### src/rtl/dmem_bridge_pkg.sv
// Shared types for the M-stage data memory bridge: FSM states, bus size codes
// and the latched request payload.
package dmem_bridge_pkg;

    localparam int unsigned ADDR_W = 32;
    localparam int unsigned DATA_W = 32;
    localparam int unsigned MASK_W = 4;
    localparam int unsigned SIZE_W = 2;

    typedef enum logic [1:0] {
        ST_IDLE = 2'd0,
        ST_REQ  = 2'd1,
        ST_WAIT = 2'd2,
        ST_DONE = 2'd3
    } state_e;

    localparam logic [SIZE_W-1:0] SZ_B = 2'd0;
    localparam logic [SIZE_W-1:0] SZ_H = 2'd1;
    localparam logic [SIZE_W-1:0] SZ_W = 2'd2;

    typedef struct packed {
        logic              wr;
        logic [SIZE_W-1:0] size;
        logic [ADDR_W-1:0] addr;
        logic [DATA_W-1:0] wdata;
    } req_t;

endpackage

### src/rtl/dmem_bridge_if.sv
// sram-like data bus: one request channel (req/addr_ok) and one response
// channel (data_ok/rdata).
interface dmem_bridge_if;

    logic                                  data_req;
    logic                                  data_wr;
    logic [dmem_bridge_pkg::SIZE_W-1:0]    data_size;
    logic [dmem_bridge_pkg::ADDR_W-1:0]    data_addr;
    logic [dmem_bridge_pkg::DATA_W-1:0]    data_wdata;
    logic                                  data_addr_ok;
    logic [dmem_bridge_pkg::DATA_W-1:0]    data_rdata;
    logic                                  data_data_ok;

    modport master (
        output data_req, data_wr, data_size, data_addr, data_wdata,
        input  data_addr_ok, data_rdata, data_data_ok
    );

    modport slave (
        input  data_req, data_wr, data_size, data_addr, data_wdata,
        output data_addr_ok, data_rdata, data_data_ok
    );

endinterface

### src/rtl/dmem_bridge.sv
// Turns the M-stage load/store into one blocking sram-like bus transaction,
// stalling the pipeline until the response returns.
module dmem_bridge
    import dmem_bridge_pkg::*;
(
    input  logic              clk,
    input  logic              rst,
    input  logic [ADDR_W-1:0] addrM,
    input  logic [DATA_W-1:0] wdataM,
    input  logic [MASK_W-1:0] renM,
    input  logic [MASK_W-1:0] wenM,
    input  logic              flushM,
    input  logic              m_hold,
    output logic              stall_req,
    output logic [DATA_W-1:0] rdataM,
    dmem_bridge_if.master     bus
);

    state_e            state_q, state_d;
    logic              discard_q, discard_d;
    logic [DATA_W-1:0] rbuf_q, rbuf_d;
    req_t              hold_q, hold_d;

    logic [MASK_W-1:0] mask;
    logic              acc;
    logic [SIZE_W-1:0] live_size;
    req_t              live;
    req_t              out_c;
    logic              req_c;

    assign mask = renM | wenM;
    assign acc  = (mask != '0) && !flushM;

    // Byte mask popcount selects the bus transfer size.
    always_comb begin
        live_size = SZ_B;
        if ($countones(mask) == 4) begin
            live_size = SZ_W;
        end else if ($countones(mask) == 2) begin
            live_size = SZ_H;
        end
    end

    assign live = '{wr: (wenM != '0), size: live_size, addr: addrM, wdata: wdataM};

    always_ff @(posedge clk) begin
        if (!rst) begin
            state_q   <= ST_IDLE;
            discard_q <= 1'b0;
            rbuf_q    <= '0;
            hold_q    <= '0;
        end else begin
            state_q   <= state_d;
            discard_q <= discard_d;
            rbuf_q    <= rbuf_d;
            hold_q    <= hold_d;
        end
    end

    always_comb begin
        state_d   = state_q;
        discard_d = discard_q;
        rbuf_d    = rbuf_q;
        hold_d    = hold_q;
        out_c     = hold_q;
        req_c     = 1'b0;
        stall_req = 1'b0;
        rdataM    = rbuf_q;

        unique case (state_q)
            ST_IDLE: begin
                stall_req = acc;
                if (acc) begin
                    req_c   = 1'b1;
                    out_c   = live;
                    hold_d  = live;
                    state_d = bus.data_addr_ok ? ST_WAIT : ST_REQ;
                end
            end

            ST_REQ: begin
                req_c     = 1'b1;
                stall_req = discard_q ? acc : 1'b1;
                if (flushM) begin
                    discard_d = 1'b1;
                end
                if (bus.data_addr_ok) begin
                    state_d = ST_WAIT;
                end
            end

            ST_WAIT: begin
                stall_req = discard_q ? acc : 1'b1;
                if (flushM) begin
                    discard_d = 1'b1;
                end
                if (bus.data_data_ok) begin
                    // A squashed access drains silently; the waiting instruction issues next cycle.
                    if (discard_q || flushM) begin
                        discard_d = 1'b0;
                        stall_req = acc;
                        state_d   = ST_IDLE;
                    end else begin
                        stall_req = 1'b0;
                        rdataM    = bus.data_rdata;
                        rbuf_d    = bus.data_rdata;
                        state_d   = m_hold ? ST_DONE : ST_IDLE;
                    end
                end
            end

            ST_DONE: begin
                if (flushM || !m_hold) begin
                    state_d = ST_IDLE;
                end
            end

            default: begin
                state_d = ST_IDLE;
            end
        endcase
    end

    assign bus.data_req   = req_c;
    assign bus.data_wr    = out_c.wr;
    assign bus.data_size  = out_c.size;
    assign bus.data_addr  = out_c.addr;
    assign bus.data_wdata = out_c.wdata;

endmodule

### src/flat_wrapper.sv
// flat-port wrapper written by rule: the top's interface ports become plain ports
module dmem_bridge_flat import dmem_bridge_pkg::*;
  (clk, rst, addrM, wdataM, renM, wenM, flushM, m_hold, stall_req, rdataM, bus_data_req, bus_data_wr, bus_data_size, bus_data_addr, bus_data_wdata, bus_data_addr_ok, bus_data_rdata, bus_data_data_ok);
  dmem_bridge_if bus_i ();
  input  logic clk;
  input  logic rst;
  input  logic [ADDR_W-1:0] addrM;
  input  logic [DATA_W-1:0] wdataM;
  input  logic [MASK_W-1:0] renM;
  input  logic [MASK_W-1:0] wenM;
  input  logic flushM;
  input  logic m_hold;
  output logic stall_req;
  output logic [DATA_W-1:0] rdataM;
  output wire logic [$bits(bus_i.data_req)-1:0] bus_data_req;
  output wire logic [$bits(bus_i.data_wr)-1:0] bus_data_wr;
  output wire logic [$bits(bus_i.data_size)-1:0] bus_data_size;
  output wire logic [$bits(bus_i.data_addr)-1:0] bus_data_addr;
  output wire logic [$bits(bus_i.data_wdata)-1:0] bus_data_wdata;
  input wire logic [$bits(bus_i.data_addr_ok)-1:0] bus_data_addr_ok;
  input wire logic [$bits(bus_i.data_rdata)-1:0] bus_data_rdata;
  input wire logic [$bits(bus_i.data_data_ok)-1:0] bus_data_data_ok;
  assign bus_data_req = bus_i.data_req;
  assign bus_data_wr = bus_i.data_wr;
  assign bus_data_size = bus_i.data_size;
  assign bus_data_addr = bus_i.data_addr;
  assign bus_data_wdata = bus_i.data_wdata;
  assign bus_i.data_addr_ok = bus_data_addr_ok;
  assign bus_i.data_rdata = bus_data_rdata;
  assign bus_i.data_data_ok = bus_data_data_ok;
  dmem_bridge u_core (.clk(clk), .rst(rst), .addrM(addrM), .wdataM(wdataM), .renM(renM), .wenM(wenM), .flushM(flushM), .m_hold(m_hold), .stall_req(stall_req), .rdataM(rdataM), .bus(bus_i));
endmodule
### config.mk
export PLATFORM = sky130hd
export DESIGN_NAME = dmem_bridge_flat
export DESIGN_NICKNAME = d
export VERILOG_FILES = /design/src/rtl/dmem_bridge_pkg.sv /design/src/rtl/dmem_bridge_if.sv /design/src/rtl/dmem_bridge.sv /design/src/flat_wrapper.sv
export SDC_FILE = /design/constraint.sdc
export NUM_CORES = 1
export LEC_CHECK = 0
export ABC_AREA = 0
export BUFFER_PORTS_ARGS = -buffer_cell sky130_fd_sc_hd__buf_2
export CORE_UTILIZATION = 25
export DETAILED_ROUTE_END_ITERATION = 16
export MAX_ROUTING_LAYER = met4
export PLACE_DENSITY_LB_ADDON = 0.15
export SETUP_SLACK_MARGIN = 0.05
export SLEW_MARGIN = 0
export SYNTH_ARGS = -nofsm -noshare
export SYNTH_HDL_FRONTEND = slang
export SYNTH_SLANG_ARGS = --single-unit
### constraint.sdc
create_clock -name clk -period 6.75 [get_ports clk]
set_input_delay 1.35 -clock clk [delete_from_list [all_inputs] [get_ports clk]]
set_output_delay 1.35 -clock clk [all_outputs]
set_load 0.02 [all_outputs]
Yosys cells after proc, flatten, opt, wreduce, memory -nomap -nowiden
Index checks and enable logic that the tools add are counted.
W data, S select, Z words.
{ "word_totals": {"reg_bits": 102, "in_bits": 110, "output_inout_bits": 101, "elab_cells": 55} }
{ "classes": {"addsub": 3, "n_eq_ne": 9, "muxes": 25, "bitwise_logic": 1, "reduce_logical": 10} }
{ "op_table": {"columns": ["op", "count"], "rows": [
  ["$mux W67", 2],
  ["$mux W32", 3],
  ["$add A32 B32 Y32", 1],
  ["$eq A32 B3 Y1 const B", 1],
  ["$eq A32 B4 Y1 const B", 1],
  ["$mux W2", 8],
  ["$mux W1", 8],
  ["$pmux W2 S4", 1],
  ["$reduce_bool A4 Y1", 2],
  ["$add A1 B1 Y2", 2],
  ["$eq A2 B2 Y1 const B", 2],
  ["$ne A2 B1 Y1 const B", 2],
  ["$ne A2 B2 Y1 const B", 2],
  ["$or A4 B4 Y4", 1],
  ["$pmux W1 S2", 2],
  ["$reduce_and A4 Y1", 1],
  ["$pmux W1 S3", 1],
  ["$eq A2 B1 Y1 const B", 1],
  ["$logic_not A1 Y1", 2],
  ["$logic_not A2 Y1", 1],
  ["$logic_or A1 B1 Y1", 2],
  ["$reduce_bool A2 Y1", 1],
  ["$logic_and A1 B1 Y1", 1]
]} }

Logic depth before layout (Yosys ltp)
Gate-level depths: netlist of run 1.
{ "logic_depth": {"word_depth": 8, "ltp_mapped": 9, "ltp_nobuf": 9} }

Worst setup path after synthesis of run 1
No wires, ideal clock.
{ "synth_path": {"path_type": "input -> output", "from": "input port renM[3]", "to": "output port bus_data_size[1]", "t_arrival_ns": 3.023, "required_ns": 5.400, "setup_slack_ns": 2.377, "cell_stages": 7, "n_path_buf": 0, "path_cell_list": "or2_2 ha_1 ha_1 inv_1 fa_1 nor3b_1 mux2_4"} }
{ "synth_between": {"elab_chain_cells": 7, "elab_cells_between_ends": 9, "classes_between": "add/sub: 2; eq/ne: 1; mux: 3; bitwise: 1; reduce/logical: 2"} }
{ "synth_lines": {"columns": ["element", "line_no", "rtl"], "rows": [
  ["start: declaration", "flat_wrapper.sv:9", "input logic [MASK_W-1:0] renM;"],
  ["$or A4 B4 Y4 (*)", "dmem_bridge.sv:31", "assign mask = renM | wenM;"],
  ["$add A1 B1 Y2 (implied by the code)", "dmem_bridge.sv:37", "if ($countones(mask) == 4) begin"],
  ["$add A32 B32 Y32 (implied by the code)", "dmem_bridge.sv:37", null],
  ["$eq A32 B4 Y1", "dmem_bridge.sv:37", null],
  ["$mux W2", "dmem_bridge.sv:37", null],
  ["$mux W67 (*)", "dmem_bridge.sv:73", "if (acc) begin"],
  ["$mux W67 (*)", "dmem_bridge.sv:70", "unique case (state_q)"],
  ["end: declaration", "flat_wrapper.sv:17", "output wire logic [$bits(bus_i.data_size)-1:0] bus_data_size;"]
]} }
Mark *: on every way between the ends. The rest lies on a longest branch, timed or not.

Worst setup path after layout of run 1
{ "layout_path": {"from": "input port wenM[1]", "to": "output port bus_data_wdata[15]"} }
{ "layout_between": {"elab_chain_cells": 5} }
{ "layout_lines": {"columns": ["element", "line_no", "rtl"], "rows": [
  ["start: declaration", "flat_wrapper.sv:10", "input logic [MASK_W-1:0] wenM;"],
  ["$or A4 B4 Y4", "dmem_bridge.sv:31", null],
  ["$reduce_bool A4 Y1", "dmem_bridge.sv:32", "assign acc = (mask != '0) && !flushM;"],
  ["$logic_and A1 B1 Y1", "dmem_bridge.sv:32", null],
  ["$mux W67", "dmem_bridge.sv:73", null],
  ["$mux W67", "dmem_bridge.sv:70", null],
  ["end: declaration", "flat_wrapper.sv:19", "output wire logic [$bits(bus_i.data_wdata)-1:0] bus_data_wdata;"]
]} }
Every way passes these cells.

==> results of run 1 <==
==> where the power goes <==
part           leakage [nW]  switching [mW]  total [mW]  internal [mW]
combinational          2.12           0.520       0.963          0.443
sequential            0.833          0.0303       0.723          0.692
clock                 0.141           0.220       0.515          0.294
total                  3.10           0.770        2.20           1.43
==> flip-flops by register name, summed over array words and instances, names as in the netlist <==
name / count
u_core.hold_q: 67
u_core.rbuf_q: 32
u_core.state_q: 2
u_core.discard_q: 1
==> per-stage QoR <==
step | total power, mW | setup WS (ns) | hold WS, ns
4_1_cts | 2.24 | 1.85 | 0.572
3_3_place_gp | 1.70 | 1.89 | 0.546
5_1_grt | 2.33 | 1.73 | 0.597
6_report | 2.20 | 1.88 | 0.564
2_1_floorplan | 1.46 | 2.38 | 0.514
3_5_place_dp | 1.71 | 1.84 | 0.553
==> layout by cell type, fill, tap and decap left out, types with 2 or more instances in the layout <==
cell type    n
inv_1       12
mux2_2      53
nor2_1       3
buf_2      210
nor3b_1      2
a21oi_1      3
clkinv_2     2
ha_1         9
nor2b_1      2
mux2_1       5
and2_1      99
mux2_4      40
or2_2        3
clkbuf_16    9
buf_4        4
dfxtp_1    102
==> worst max-delay path by stage <==
stage	slack, ns	to
6_report	1.88	bus_data_wdata[15]
5_1_grt	1.73	bus_data_wdata[15]
4_1_cts	1.85	bus_data_wdata[21]
3_5_place_dp	1.84	bus_data_wdata[21]
3_3_place_gp	1.89	bus_data_wdata[20]
2_1_floorplan	2.38	bus_data_size[1]
==> kinds of logic after synthesis <==
logic type      count (synthesis)  share of synthesized area [%]
compound gates                 13                           2.52
fa+ha+maj                      10                           2.97
buf+inv                        33                           3.92
flops                         102                           45.7
mux                            99                           28.3
simple gates                  115                           16.6
==> routing by layer <==
layer | vias up | track usage, % | share of wire (%)
met5 | - | - | 0
met4 | 0 | 5.81 | 1.8
met3 | 11 | 2.92 | 6.5
met2 | 116 | 18.7 | 47
met1 | 1497 | 13.4 | 44
li1 | 1639 | - | -
==> layout make-up <==
type                            instances  share of cell area (%)
Clock inverter                          4                   0.793
Tap cell                              225                    4.70
Sequential cell                       102                    34.1
Inverter                               12                   0.752
Multi-Input combinational cell        237                    37.6
Timing Repair Buffer                  214                    18.0
Clock buffer                           11                    4.05
==> critical path, cell delays in order <==
cell     delay, ns
buf_2         0.10
or2_2         0.30
inv_1         0.06
ha_1          0.17
a21oi_2       0.10
nand2_4       0.45
buf_4         0.40
mux2_2        0.39
buf_2         0.16
==> synthesized netlist by cell type, types with 3 or more instances <==
master,number
ha_1,9
clkbuf_1,11
mux2_2,53
and2_1,99
buf_4,3
inv_1,12
nor2_1,3
dfxtp_1,102
mux2_4,40
mux2_1,5
buf_6,5
a21oi_1,3
or2_2,3
==> results.json, run 1 <==
{
  "run_status": "finished, final reports clean",
  "regArea_mm2": 0.00204,
  "die_h_um": 136,
  "reg2reg_from": "u_core.state_q[0]",
  "post_cts_buffers": 0,
  "syn_to_final_growth_pct": 34.2,
  "grt_use_total_pct": 11.6,
  "hold_class": "reg2reg",
  "worstSkewPairLatency_ns": 0.34,
  "dp_cells": 790,
  "worst_r2r_path_depth": 6,
  "synth_nets": 492,
  "grt_pass1_vias": 3242,
  "clkSinkCount": 102,
  "seq_area_frac_synth_pct": 45.7,
  "peakVddDrop_mv": 0.127,
  "fin_crit_sh_pct": 72.2,
  "postRouteAntennaNets": 0,
  "synth_top_area_cell": "dfxtp_1",
  "io_pins": 211,
  "cts_tree": "built",
  "layout.nets": 696,
  "port_buffers": 210,
  "grt.overflow.total": 0,
  "coreArea_mm2": 0.0174,
  "drv_cap": 0,
  "wl_um": 10200,
  "wl_per_cell_um": 12.7,
  "place_hpwl_um": 7330,
  "hold_end": "u_core.rbuf_q[18]",
  "drt-initial-drc-count": 120,
  "async_flop_share_pct": 0,
  "worst_pin_slew_ns": 0.792,
  "grt_antenna_before_repair": 0,
  "dpl_cell_area_mm2": 0.00570,
  "synth_edf_count": 0,
  "ys_seq_elements": 102,
  "yosysUniqueCellTypes": 34,
  "multi_input_area_mm2": 0.00225,
  "finalWeightedCongestion": 0.738,
  "post_cts_resized": 0,
  "dieArea_mm2": 0.0184,
  "syn_inst": 372,
  "drc": 0,
  "arrival_ns": 3.52,
  "hold_buffers": 0,
  "diodes": 0,
  "r2r_slack_ns": 4.36,
  "setup_violations": 0,
  "synth_top_area_share_pct": 45.7,
  "fin_skew_ns": 0.00494,
  "clk_pin_slew_ns": 0.06,
  "layout-drive-gt1-share_pct": 56.6,
  "row_count": 48,
  "timing.rr.end": "u_core.hold_q[15]",
  "die_w_um": 136,
  "syn_avg_cell_area_um2": 12.0,
  "yosys_warnings": 0,
  "clockRootBuffer": "clkbuf_16",
  "first_pass_iters": 4,
  "setup_tns_ns": 0,
  "grt_pass1_wl_um": 15900,
  "startpoint": "wenM[1]",
  "synth-main-ff-cell": "dfxtp_1",
  "crit_path_end_kind": "output port",
  "synth_area_leaders": "dfxtp_1, and2_1, mux2_4, mux2_2, ha_1",
  "final_cells": 805,
  "floorplan.initialDensity_pct": 25.7,
  "min-delay-start": "u_core.rbuf_q[18]",
  "grt_max_degree": 102,
  "worst-endpoint-required_ns": 5.40,
  "cts.path.max_buffers": 2,
  "utilization_pct": 34.5,
  "start_kind": "primary input",
  "p_leak_nw": 3.10,
  "crit_type": "in2out",
  "via_count": 3263,
  "path_max_fanout": 30,
  "fmax_mhz": 205,
  "relSlewSlack_pct": 47.2,
  "fillers": 1776,
  "holdPathStages": 2,
  "fin_crit_ns": 4.87,
  "syn-cell-area_mm2": 0.00447,
  "powerDensity_mw_per_mm2": 367,
  "final_area_mm2": 0.00599,
  "hold_violations": 0,
  "htree_num_levels": 3,
  "drv_slew": 0,
  "numCtsBuffers": 9,
  "routed_via_density": 4.05,
  "rsz0062_at_grt": "no"
}
No activity file was read; power rests on OpenSTA's default activity.
==> inputs of run 2 (changes only) <==
- clock period: 6.75 -> 4.25 ns (I/O delays scaled with it)
==> run 2 against run 1 <==
Effect of this change: global-route usage is 0.70 points higher; critical path depth unchanged; count of clock-buffer cells in the layout fell by 1; cell area is 0.63% higher; combinational power up 60%; flip-flop and latch count unchanged.
==> results.json, run 2 (synthesis gave the netlist of run 1 again) <==
{
  "worst-endpoint-required_ns": 3.40,
  "numCtsBuffers": 9,
  "regArea_mm2": 0.00204,
  "grt_max_degree": 63,
  "layout.nets": 696,
  "finalWeightedCongestion": 0.772,
  "via_count": 3351,
  "critPathBufInv": 3,
  "fin_crit_sh_pct": 86.5,
  "io_pins": 211,
  "fin_skew_ns": 0.00515,
  "grt_use_total_pct": 12.3,
  "crit_slowest_cell": "fa_1",
  "p_leak_nw": 3.11,
  "switchingPower_mw": 1.25,
  "place_ws_ns": 0.577,
  "largest_register_ffs": 67,
  "grt_pass1_vias": 3378,
  "setup_tns_ns": 0,
  "worst_pin_slew_ns": 0.952,
  "rsz0062_at_grt": "no",
  "floorplan.initialDensity_pct": 25.7,
  "timing.hold.ws_ns": 0.571,
  "routed_via_density": 4.16,
  "hold_buffers": 0,
  "clockRootBuffer": "clkbuf_16",
  "arrival_ns": 2.83,
  "hold_violations": 0,
  "layout_common_cells": "buf_2, dfxtp_1, and2_1",
  "run_status": "finished, final reports clean",
  "power_frac_clock_pct": 24.8,
  "biggestRegsByFlops": "u_core.hold_q: 67 flops, u_core.rbuf_q: 32 flops, u_core.state_q: 2 flops",
  "hold_class": "reg2reg",
  "first_pass_iters": 4,
  "wl_um": 10700,
  "switching_share_pct": 35.0,
  "fmax_mhz": 272,
  "post_cts_buffers": 0,
  "regMostFlops": "u_core.hold_q",
  "diodes": 0,
  "peakVddDrop_mv": 0.218,
  "drv_cap": 0,
  "clk_pin_slew_ns": 0.07,
  "finalWorstSetupSlack_ns": 0.575,
  "clkSinkCount": 102,
  "crit_path_end_kind": "output port",
  "grt_antenna_before_repair": 0,
  "grt.overflow.total": 0,
  "intPower_mw": 2.33,
  "cpPeakStageDelay_ns": 0.54,
  "crit_type": "in2out",
  "start_kind": "primary input",
  "syn_to_final_growth_pct": 35.1,
  "htree_num_levels": 3,
  "dieArea_mm2": 0.0184,
  "fillers": 1772,
  "postRouteAntennaNets": 0,
  "setup_violations": 0,
  "seqPwrFrac_pct": 32.1,
  "wl_per_cell_um": 13.3,
  "port_buffers": 210,
  "relSlewSlack_pct": 36.5,
  "grt_pass1_wl_um": 17000,
  "drv_slew": 0,
  "place_hpwl_um": 7820,
  "drt-initial-drc-count": 90,
  "post_cts_resized": 0,
  "die_w_um": 136,
  "cp_top_family": "adder cells",
  "powerDensity_mw_per_mm2": 593,
  "crit_chain": "buf_2 -> or2_2 -> ha_1 -> ha_1 -> inv_1 -> fa_1 -> nor3b_1 -> mux2_4 -> buf_2",
  "final_common_cell": "buf_2",
  "cts_tree": "built",
  "fin_crit_ns": 3.68,
  "layout-drive-gt1-share_pct": 56.6,
  "worstSkewPairLatency_ns": 0.35,
  "multi_input_area_mm2": 0.00225,
  "power_frac_comb_pct": 43.1,
  "path_max_fanout": 2,
  "drc": 0,
  "cts.path.max_buffers": 2,
  "die_h_um": 136,
  "row_count": 48,
  "coreArea_mm2": 0.0174
}
run 2: cell count changes in the layout (fill, tap and decap cells not counted):
| cell | delta |
|---|---|
| clkbuf_8 | -1 |
| buf_12 | +1 |
| bufinv_16 | +1 |
| clkinv_4 | +1 |
| buf_4 | -1 |
run 2: layer usage:
metal / track usage [%] / part of all wire, % / up-vias
li1: - / - / 1644
met1: 14.0 / 43 / 1576
met2: 19.8 / 49 / 119
met3: 3.67 / 6.9 / 12
met4: 5.87 / 1.9 / 0
met5: - / 0 / -
run 2: power groups by stage:
| stage | registers, mW | clock network [mW] | logic [mW] |
|---|---|---|---|
| 3_5_place_dp | 1.17 | 0 | 1.56 |
| 2_1_floorplan | 1.15 | 0 | 1.16 |
| 6_report | 1.15 | 0.886 | 1.54 |
| 5_1_grt | 1.16 | 0.972 | 1.66 |
| 3_3_place_gp | 1.16 | 0 | 1.55 |
| 4_1_cts | 1.15 | 0.932 | 1.57 |
run 2: worst reg2reg max path, stage by stage (launching register included):
cell     delay [ns]
dfxtp_1        0.35
inv_1          0.10
ha_1           0.23
nor4b_4        0.31
buf_4          0.43
mux2_2         0.41
and2_1         0.16
run 2: stage by stage:
stage	instance area [um2]	util (%)	total power, mW	cells
floorplan	4470	-	2.32	372
finish	6030	34.7	3.58	806
global route	6030	34.7	3.80	806
global placement	5720	32.9	2.71	790
detailed placement	5720	32.9	2.73	790
CTS	6030	34.7	3.65	806
run 2: path summary, 6_finish.rpt:
| kind | cells after the start | to | start | slack [ns] |
|---|---|---|---|---|
| worst max-delay path | 9 | bus_data_size[1] | renM[2] | 0.57 |
| worst min-delay path | 2 | u_core.rbuf_q[18] | u_core.rbuf_q[18] | 0.57 |
| worst max register to register | 6 | u_core.rbuf_q[5] | u_core.state_q[0] | 2.16 |
| worst min register to register | 2 | u_core.rbuf_q[18] | u_core.rbuf_q[18] | 0.57 |
run 2: cell type report:
cell class / instances / share of cell area [%]
timing repair buffer: 214 / 18.1
clock buffer: 10 / 3.80
sequential: 102 / 33.9
inverter: 12 / 0.747
multi-input combinational: 237 / 37.4
tap: 225 / 4.67
clock inverter: 6 / 1.43
==> inputs of run 3 (changes only) <==
- CTS_BUF_LIST: unset -> sky130_fd_sc_hd__clkbuf_4 sky130_fd_sc_hd__clkbuf_8
- REMOVE_ABC_BUFFERS: unset -> 1
==> run 3 against run 2 <==
Effect of this change: fmax up 0.36%; highest routed layer unchanged; largest power group unchanged; clock skew up 0.0072 ns; utilization down 0.61 points; largest cell class unchanged.
==> results.json, run 3 (synthesis gave the netlist of run 1 again) <==
{
  "start_kind": "primary input",
  "fin_crit_ns": 3.66,
  "powerDensity_mw_per_mm2": 562,
  "crit_path_end_kind": "output port",
  "port_buffers": 210,
  "largest_register_ffs": 67,
  "row_count": 48,
  "hold_buffers": 0,
  "layout-drive-gt1-share_pct": 56.8,
  "worst_pin_slew_ns": 0.657,
  "rsz0062_at_grt": "no",
  "via_count": 3269,
  "drc": 0,
  "layout.nets": 696,
  "path_max_fanout": 2,
  "worstSkewPairLatency_ns": 0.38,
  "crit_slowest_cell": "fa_1",
  "regMostFlops": "u_core.hold_q",
  "fin_crit_sh_pct": 86.2,
  "cp_top_family": "adder cells",
  "drv_slew": 0,
  "drv_cap": 0,
  "place_ws_ns": 0.593,
  "cts_tree": "built",
  "fmax_mhz": 273,
  "layout_common_cells": "buf_2, dfxtp_1, and2_1",
  "grt_antenna_before_repair": 0,
  "grt.overflow.total": 0,
  "arrival_ns": 2.81,
  "die_h_um": 136,
  "setup_tns_ns": 0,
  "die_w_um": 136,
  "total_power_mw": 3.33,
  "grt_pass1_wl_um": 16400,
  "power_frac_comb_pct": 45.8,
  "postRouteAntennaNets": 0,
  "final_cells": 806,
  "post_cts_resized": 0,
  "power_frac_clock_pct": 19.8,
  "crit_type": "in2out",
  "place_hpwl_um": 7570,
  "numCtsBuffers": 9,
  "clkSinkCount": 102,
  "io_pins": 211,
  "grt_pass1_vias": 3365,
  "grt_max_degree": 59,
  "wl_per_cell_um": 12.8,
  "switchingPower_mw": 1.23,
  "final_common_cell": "buf_2",
  "clockRootBuffer": "clkbuf_8",
  "relSlewSlack_pct": 56.2,
  "intPower_mw": 2.10,
  "fin_skew_ns": 0.0123,
  "setup_violations": 0,
  "seqPwrFrac_pct": 34.4,
  "drt-initial-drc-count": 69,
  "critPathBufInv": 3,
  "dp_cells": 790,
  "wl_um": 10300,
  "finalWeightedCongestion": 0.681,
  "floorplan.initialDensity_pct": 25.7,
  "clk_pin_slew_ns": 0.10,
  "post_cts_buffers": 0,
  "dieArea_mm2": 0.0184,
  "finalWorstSetupSlack_ns": 0.588,
  "coreArea_mm2": 0.0174,
  "peakVddDrop_mv": 0.213,
  "routed_via_density": 4.06,
  "grt_use_total_pct": 12.0,
  "fillers": 1812,
  "worst-endpoint-required_ns": 3.40,
  "run_status": "finished, final reports clean",
  "utilization_pct": 34.1,
  "first_pass_iters": 2,
  "hold_class": "reg2reg",
  "crit_chain": "buf_2 -> or2_2 -> ha_1 -> ha_1 -> inv_1 -> fa_1 -> nor3b_1 -> mux2_4 -> buf_2",
  "hold_violations": 0,
  "syn_to_final_growth_pct": 32.7,
  "p_leak_nw": 3.07,
  "switching_share_pct": 37.0,
  "diodes": 0,
  "htree_num_levels": 3,
  "biggestRegsByFlops": "u_core.hold_q: 67 flops, u_core.rbuf_q: 32 flops, u_core.state_q: 2 flops",
  "cts.path.max_buffers": 2,
  "cpPeakStageDelay_ns": 0.56
}
## run 3: final timing paths
path / start / end / slack, ns / depth (start not counted)
worst max-delay path: wenM[1] / bus_data_size[1] / 0.59 / 9
worst max register to register: u_core.state_q[0] / u_core.rbuf_q[0] / 2.16 / 6
worst min-delay path: u_core.state_q[0] / u_core.state_q[0] / 0.57 / 1
worst min register to register: u_core.state_q[0] / u_core.state_q[0] / 0.57 / 1
## run 3: layout make-up
type | instances | area [um2] | area share (%)
Multi-Input combinational cell | 237 | 2250 | 38.0
Timing Repair Buffer | 214 | 1090 | 18.5
Inverter | 12 | 45.0 | 0.760
Clock inverter | 6 | 78.8 | 1.33
Sequential cell | 102 | 2040 | 34.5
Tap cell | 225 | 282 | 4.75
Clock buffer | 10 | 131 | 2.22
## run 3: through the flow
step,cell area (um2),hold slack [ns]
2_1_floorplan,4340,0.514
3_3_place_gp,5720,0.547
3_5_place_dp,5720,0.554
4_1_cts,5930,0.580
5_1_grt,5930,0.598
6_report,5930,0.569
## run 3: power by group through the flow
stage | combinational (mW) | clock (mW) | sequential [mW]
6_report | 1.52 | 0.659 | 1.15
5_1_grt | 1.65 | 0.744 | 1.16
4_1_cts | 1.55 | 0.698 | 1.15
3_5_place_dp | 1.54 | 0 | 1.17
3_3_place_gp | 1.54 | 0 | 1.16
2_1_floorplan | 1.13 | 0 | 1.15
## run 3: per-layer routing
metal,vias up,GRT usage (%),wire [um]
met5,-,-,0
met4,0,5.81,193
met3,17,4.34,898
li1,1633,-,-
met2,122,18.8,4890
met1,1497,13.3,4350
